<file path="config.mk">
export PLATFORM = sky130hd
export DESIGN_NAME = leaf_user_fifo
export DESIGN_NICKNAME = d
export VERILOG_FILES = /design/src/rtl/leaf_pkg.sv /design/src/rtl/leaf_user_fifo_mem.sv /design/src/rtl/leaf_user_fifo.sv
export SDC_FILE = /design/constraint.sdc
export NUM_CORES = 1
export LEC_CHECK = 0
export ABC_CLOCK_PERIOD_IN_PS = 10400
export CAP_MARGIN = 40
export CORE_MARGIN = 2
export CORE_UTILIZATION = 36
export CTS_CLUSTER_SIZE = 40
export DETAILED_ROUTE_END_ITERATION = 8
export HOLD_SLACK_MARGIN = 0.15
export PLACE_DENSITY = 0.49
export REMOVE_ABC_BUFFERS = 1
export SETUP_SLACK_MARGIN = 0.1
export SLEW_MARGIN = 20
export SYNTH_ARGS = -nofsm -noshare
export SYNTH_HDL_FRONTEND = slang
export SYNTH_SLANG_ARGS = --single-unit
</file>
<file path="constraint.sdc">
create_clock -name clk_user -period 10.4 [get_ports clk_user]
set_clock_uncertainty 0.2 [all_clocks]
set_input_delay 3.12 -clock clk_user [delete_from_list [all_inputs] [get_ports clk_user]]
set_output_delay 3.12 -clock clk_user [all_outputs]
set_load 0.1 [all_outputs]
</file>
<file path="src/rtl/leaf_pkg.sv">
`default_nettype none
// ============================================================================
// Module   : leaf_pkg
// Purpose  : Shared constants, payload type and depth helpers for leaf shells.
// Revision : 1.0 - initial release
// ============================================================================
package leaf_pkg;

  localparam int PAYLOAD_BITS_DEFAULT = 32;

  typedef logic [PAYLOAD_BITS_DEFAULT-1:0] payload_t;

  function automatic int unsigned depth_from_addr_bits(input int unsigned addr_bits);
    return 32'd1 << addr_bits;
  endfunction

  // Smallest address width covering a depth; never narrower than one bit.
  function automatic int unsigned addr_bits_for_depth(input int unsigned depth);
    return (depth <= 1) ? 1 : $clog2(depth);
  endfunction

endpackage
`default_nettype wire

</file>
<file path="src/rtl/leaf_user_fifo_mem.sv">
`default_nettype none
// ============================================================================
// Module   : leaf_user_fifo_mem
// Purpose  : Simple dual-port distributed RAM, synchronous write, async read.
// Revision : 1.0 - initial release
// ============================================================================
module leaf_user_fifo_mem
  import leaf_pkg::*;
#(
  parameter int PAYLOAD_BITS = PAYLOAD_BITS_DEFAULT,
  parameter int ADDR_BITS    = 5
) (
  input  logic                    clk,
  input  logic                    we,
  input  logic [ADDR_BITS-1:0]    waddr,
  input  logic [PAYLOAD_BITS-1:0] wdata,
  input  logic [ADDR_BITS-1:0]    raddr,
  output logic [PAYLOAD_BITS-1:0] rdata
);

  localparam int DEPTH = 2 ** ADDR_BITS;

  logic [PAYLOAD_BITS-1:0] mem [DEPTH];

  always_ff @(posedge clk) begin
    if (we) begin
      mem[waddr] <= wdata;
    end
  end

  assign rdata = mem[raddr];

endmodule
`default_nettype wire

</file>
<file path="src/rtl/leaf_user_fifo.sv">
`default_nettype none
// ============================================================================
// Module   : leaf_user_fifo
// Purpose  : FWFT elastic buffer from a vld/ack leaf stream to an ap_fifo kernel
//            input. Optional statistics ports under LEAF_USER_FIFO_STATS_EN.
// Revision : 1.0 - initial release
// ============================================================================
module leaf_user_fifo
  import leaf_pkg::*;
#(
  parameter int PAYLOAD_BITS       = PAYLOAD_BITS_DEFAULT,
  parameter int ADDR_BITS          = 5,
  parameter int ALMOST_FULL_MARGIN = 2
) (
  input  logic                    clk_user,
  input  logic                    reset,
  input  logic [PAYLOAD_BITS-1:0] din_leaf_interface2user,
  input  logic                    vld_interface2user,
  output logic                    ack_user2interface,
  output logic [PAYLOAD_BITS-1:0] fifo_dout,
  output logic                    fifo_empty_n,
  input  logic                    fifo_read,
  output logic                    almost_full
`ifdef LEAF_USER_FIFO_STATS_EN
  ,
  output logic [ADDR_BITS:0]      max_occupancy,
  output logic [15:0]             overflow_attempt_cnt
`endif
);

  localparam int unsigned DEPTH = depth_from_addr_bits(ADDR_BITS);
  localparam logic [ADDR_BITS:0] DEPTH_CNT  = (ADDR_BITS+1)'(DEPTH);
  localparam logic [ADDR_BITS:0] MARGIN_CNT = (ADDR_BITS+1)'(ALMOST_FULL_MARGIN);

  logic [ADDR_BITS-1:0] wr_ptr;
  logic [ADDR_BITS-1:0] rd_ptr;
  logic [ADDR_BITS:0]   count;
  logic [ADDR_BITS:0]   count_next;
  logic [ADDR_BITS:0]   free_next;
  logic                 wr_en;
  logic                 rd_en;

  // Handshakes qualify only on registered flags, keeping upstream/kernel paths short.
  assign wr_en = vld_interface2user && ack_user2interface;
  assign rd_en = fifo_read && fifo_empty_n;

  always_comb begin
    count_next = count;
    case ({wr_en, rd_en})
      2'b10:   count_next = count + 1'b1;
      2'b01:   count_next = count - 1'b1;
      default: count_next = count;
    endcase
  end

  assign free_next = DEPTH_CNT - count_next;

  always_ff @(posedge clk_user) begin
    if (reset) begin
      wr_ptr             <= '0;
      rd_ptr             <= '0;
      count              <= '0;
      ack_user2interface <= 1'b0;
      fifo_empty_n       <= 1'b0;
      almost_full        <= 1'b0;
    end else begin
      if (wr_en) begin
        wr_ptr <= wr_ptr + 1'b1;
      end
      if (rd_en) begin
        rd_ptr <= rd_ptr + 1'b1;
      end
      count              <= count_next;
      ack_user2interface <= (count_next != DEPTH_CNT);
      fifo_empty_n       <= (count_next != '0);
      almost_full        <= (free_next <= MARGIN_CNT);
    end
  end

  leaf_user_fifo_mem #(
    .PAYLOAD_BITS (PAYLOAD_BITS),
    .ADDR_BITS    (ADDR_BITS)
  ) u_mem (
    .clk   (clk_user),
    .we    (wr_en),
    .waddr (wr_ptr),
    .wdata (din_leaf_interface2user),
    .raddr (rd_ptr),
    .rdata (fifo_dout)
  );

`ifdef LEAF_USER_FIFO_STATS_EN
  always_ff @(posedge clk_user) begin
    if (reset) begin
      max_occupancy        <= '0;
      overflow_attempt_cnt <= '0;
    end else begin
      if (count_next > max_occupancy) begin
        max_occupancy <= count_next;
      end
      if (vld_interface2user && !ack_user2interface && (overflow_attempt_cnt != 16'hFFFF)) begin
        overflow_attempt_cnt <= overflow_attempt_cnt + 16'd1;
      end
    end
  end
`endif

endmodule
`default_nettype wire

</file>
### Word level (Yosys, flattened, before mapping)

Memory sizes are Yosys's and may differ from the RTL's. A register that Yosys moved wholly into a read port is not among the register bits.
Index checks and enable logic that the tools add are counted.

| word-level totals | value |
|---|---|
| bits in registers | 19 |
| word-level logic and storage cells | 24 |
| bits in writable memories | 1,024 |
| memories kept | 1 |
| bits in latches | 0 |
| bits in read-only memories | 0 |

| operators by class | value |
|---|---|
| reductions and logical operators | 3 |
| div/mod/pow operators | 0 |
| bitwise logic cells | 0 |
| shift operators | 0 |
| $mul | 0 |
| add/subtract/negate cells | 5 |
| magnitude comparators | 1 |
| muxes and demuxes | 5 |
| eq/ne operators | 3 |

Memories:

| memory | words | bits a word | rd ports | clocked after Yosys merged registers in | write ports | line | source |
|---|---|---|---|---|---|---|---|
| u_mem.mem | 32 | 32 | 1 | 1 | 1 | leaf_user_fifo_mem.sv:23 | `logic [PAYLOAD_BITS-1:0] mem [DEPTH];` |

Operator list:

| kind | count |
|---|---|
| $pmux 6 s2 | 1 |
| $add 5x1->5 const B | 2 |
| $mux 5 | 2 |
| $add 6x1->6 const B | 1 |
| $le 6x2->1 const B | 1 |
| $ne 6x6->1 const B | 1 |
| $reduce_bool 6->1 | 1 |
| $sub 6x1->6 const B | 1 |
| $sub 6x6->6 const A | 1 |
| $eq 2x1->1 const B | 1 |
| $eq 2x2->1 const B | 1 |
| $logic_and 1x1->1 | 2 |
| $mux 1 | 2 |

### Longest topological paths before layout

| logic depth | value |
|---|---|
| depth in word-level cells | 5 |
| depth in mapped cells | 12 |

### Cells and area by module

A second synthesis with hierarchy kept.

| unflattened totals | value |
|---|---|
| cells, all modules | 2,361 |
| area total of the unflattened synthesis | 41,009.3 um^2 |

By module, submodules not included:

| module | area each (um^2) | instances | cells an instance |
|---|---|---|---|
| leaf_user_fifo_mem | 39,844.5 | 1 | 2,228 |
| leaf_user_fifo | 1,164.9 | 1 | 133 |

### Least setup slack after synthesis

Ideal clock, no wire load.

| timing | value |
|---|---|
| path type | input -> register |
| from | input port vld_interface2user |
| to | memory u_mem.mem[23][0] in the netlist's numbering, enable pin |
| slack | 3.500 ns |
| data required time | 9.732 ns |
| stages | 5 |
| setup time | 0.468 ns |
| arrival time | 6.232 ns |
| cells stage by stage | and2_1 buf_6 clkbuf_1 nand3_1 nor3b_1 |

| on the way | value |
|---|---|
| word-level cells in the longest chain between the ends | 3 |

Ends and longest elaborated chain:

| what | line | source |
|---|---|---|
| start: declaration | leaf_user_fifo.sv:18 | `input logic vld_interface2user,` |
| $logic_and 1x1->1 | leaf_user_fifo.sv:44 | `assign wr_en = vld_interface2user && ack_user2interface;` |
| $mux 1 | leaf_user_fifo_mem.sv:26 | `if (we) begin` |
| $mux 1 (implied by the code) | leaf_user_fifo_mem.sv:27 | `mem[waddr] <= wdata;` |
| end: declaration | leaf_user_fifo_mem.sv:23 |  |

No other way between the ends.

==> flow_summary.ini <==
[status]
status = finished clean

[detailed_routing]
wl_per_cell_um = 29.36
vias = 18240
dr.pass1.iters = 5
totalWireLength_um = 101100
via_per_inst = 5.296
ant_nets = 0
drc = 0
drt_iter0_markers = 1836

[yosys]
syn_area_per_cell_um2 = 24.34
synth_fa_ha_area_frac = 0.002802
synth_compound_area_frac = 0.004825
synthMuxAreaShare = 0.1888
yosysSeqAreaShare = 0.7770
synth_top_family_by_area = multiplexers
synthFlopType = edfxtp_1
synthSimpleGateAreaFrac = 0.01230
yosysWarnings = 0
synth_async_sr_flop_share = 0
yosys.area_share.xor_xnor = 0.003051
netlist_area_um2 = 40190
ys_ff_latch = 1048
synth_cells = 1651
synth_edf_count = 1024
synth_cell_type_count = 53

[clocking]
cts_root_buf = clkbuf_16
htreeDepth = 3
insertion_delay_ns = 0.68
clk_pin_slew_ns = 0.06
cts_tree = yes
cts_buffers = 111
ctsResizeCount = 0
clkSinkCount = 1048
cts_hold_buf = 0
cts_buffer_depth = 3
post_cts_buffers = 0

[timing]
tightest_slew_ns = 0.8940
clock.fmax_mhz = 133.6
final-hold-violation-count = 0
rsz0062_at_grt = false
finalCriticalPeriod_ns = 7.484
holdWs_ns = 0.3057
max-slew-margin-rel = 0.4040
fin_tns_setup_ns = 0
finalSetupViolations = 0
timing.final.crit_share = 0.7196
drv_slew = 0

[global_routing]
gr-usage-all-layers = 0.1765
grt_start_max_net_pins = 82
antenna_found_initial = 5
grt_overflow = 0
grt_pass1_vias = 19350
grt_pass1_wl_um = 142900

[power_and_ir_drop]
ir_worst_vdd_uv = 161.2
total_power_uw = 9554
p_leak_uw = 0.01427
powerDensity_nw_per_um2 = 200.8

[flow_run]
maxCapViolCount = 0

[place]
place_congestion = 0.7072
io_buffer_count = 70
dp_hpwl_um = 51090

[min_path]
hold_path_startpoint = rd_ptr[4]
holdCritPathClass = register to register

[worst_setup_path]
path_class = register to output port
worstPathArrival_ns = 4.16
cp-end-kind = output port
crit_fanout = 32
required_ns = 7.08
worstReg2RegStart = ack_user2interface
critPathLaunchType = register

[floorplanning]
dieArea_um2 = 114300
io_pins = 71
die_x_um = 338.1
die-height_um = 338.1
coreArea_um2 = 110700
placement_rows = 122
start_util = 0.3632

[finish]
drive_above_1_share = 0.3359
num_antenna_cells = 0
fillCellCount = 9388
final_util = 0.4299
num-nets-final = 1918
area_delta_synth_final_pct = 18.38
==> synth_stat cells (2+ instances only) <==
master    count  share of area
edfxtp_1   1024           0.77
mux4_2      320           0.18
nor2_1       52         0.0049
clkbuf_1     40         0.0037
mux2_2       32         0.0090
dfxtp_1      24          0.012
nand2_1      18         0.0017
buf_2        15         0.0019
buf_4        15         0.0028
buf_1        12         0.0011
ha_1          9         0.0028
xor2_1        9         0.0020
a21oi_1       7        0.00087
nor3_1        7        0.00087
inv_1         6        0.00056
nand4_1       5        0.00078
xnor2_1       5         0.0011
nand3_1       4        0.00050
a31oi_1       3        0.00047
buf_6         3        0.00084
and2_1        2        0.00031
nand2b_1      2        0.00031
nand3b_1      2        0.00037
nand4b_1      2        0.00044
o21ai_0       2        0.00025
o31ai_1       2        0.00037
or3_1         2        0.00031
or3b_2        2        0.00044
==> worst max-delay path, stage by stage (launching register included) <==
cell	delay [ns]
dfxtp_4	0.70
buf_4	0.67
mux4_2	0.60
mux4_2	0.48
mux2_2	0.33
clkdlybuf4s50_1	0.47
buf_8	0.19
==> sequential cells by signal, summed over array words and instances (netlist names), named ones only <==
signal	cells
u_mem.mem	1024
count	6
rd_ptr	5
wr_ptr	5
ack_user2interface	1
almost_full	1
fifo_empty_n	1
==> area by class of cell <==
| cell class | instances | area, um2 | area share |
|---|---|---|---|
| Sequential cell | 1048 | 31250 | 0.6567 |
| Multi-Input combinational cell | 510 | 8747 | 0.1838 |
| Clock buffer | 147 | 2955 | 0.06211 |
| Timing Repair Buffer | 194 | 2444 | 0.05136 |
| Tap cell | 1488 | 1862 | 0.03913 |
| Clock inverter | 49 | 291.5 | 0.006127 |
| Inverter | 8 | 35.03 | 0.0007363 |
==> cell usage in the layout (no fill, tap or decap), types with 4 or more instances in the layout <==
cell type           n
edfxtp_1         1024
mux4_2            320
clkbuf_16         113
clkdlybuf4s50_1    69
buf_8              62
buf_4              41
clkbuf_1           34
mux2_2             32
nor2_4             30
clkinv_1           30
nor2_1             22
dfxtp_1            19
nand2_1            18
buf_16             13
clkinv_2           11
xor2_1              9
ha_1                9
a21oi_1             7
buf_12              7
inv_1               6
nor3_1              6
nand4_1             5
xnor2_1             5
nand3_1             4
dfxtp_4             4
==> where the power goes <==
part           switching (uW)  internal [uW]
Combinational             662            616
Clock                    1560           2020
Sequential               31.8           4660
Total                    2260           7300
==> path summary, 6_finish.rpt <==
path         cells after the start  slack (ns)           endpoint
max                              6        2.92      fifo_dout[22]
min                              2        0.31           register
max reg2reg                      4        6.84  u_mem.mem[22][17]
min reg2reg                      2        0.31           register
==> per-layer routing <==
metal,up-vias,share of wire,GRT usage
met4,4,0.017,0.04232
met1,9971,0.44,0.2487
met3,109,0.056,0.02639
li1,7570,-,-
met2,586,0.49,0.2898
met5,-,0.00026,0
==> kinds of logic after synthesis <==
logic type | after synthesis
and+or+nand+nor | 106
DFF | 1048
xor gates and xnor gates | 14
buffers and inverters | 93
adders and majority gates | 9
AOI/OAI and AO/OA | 27
muxes | 354
==> through the flow <==
step	setup slack, ns	cells	cell area, um2
final	2.916	3444	47580
after global routing	2.657	3444	47580
after CTS	2.757	3424	47260
after detailed placement	3.503	3228	44010
after global placement	3.007	3169	42980
after floorplan	-4.977	1566	39780
Note: power is estimated with default switching activity, not from simulation.
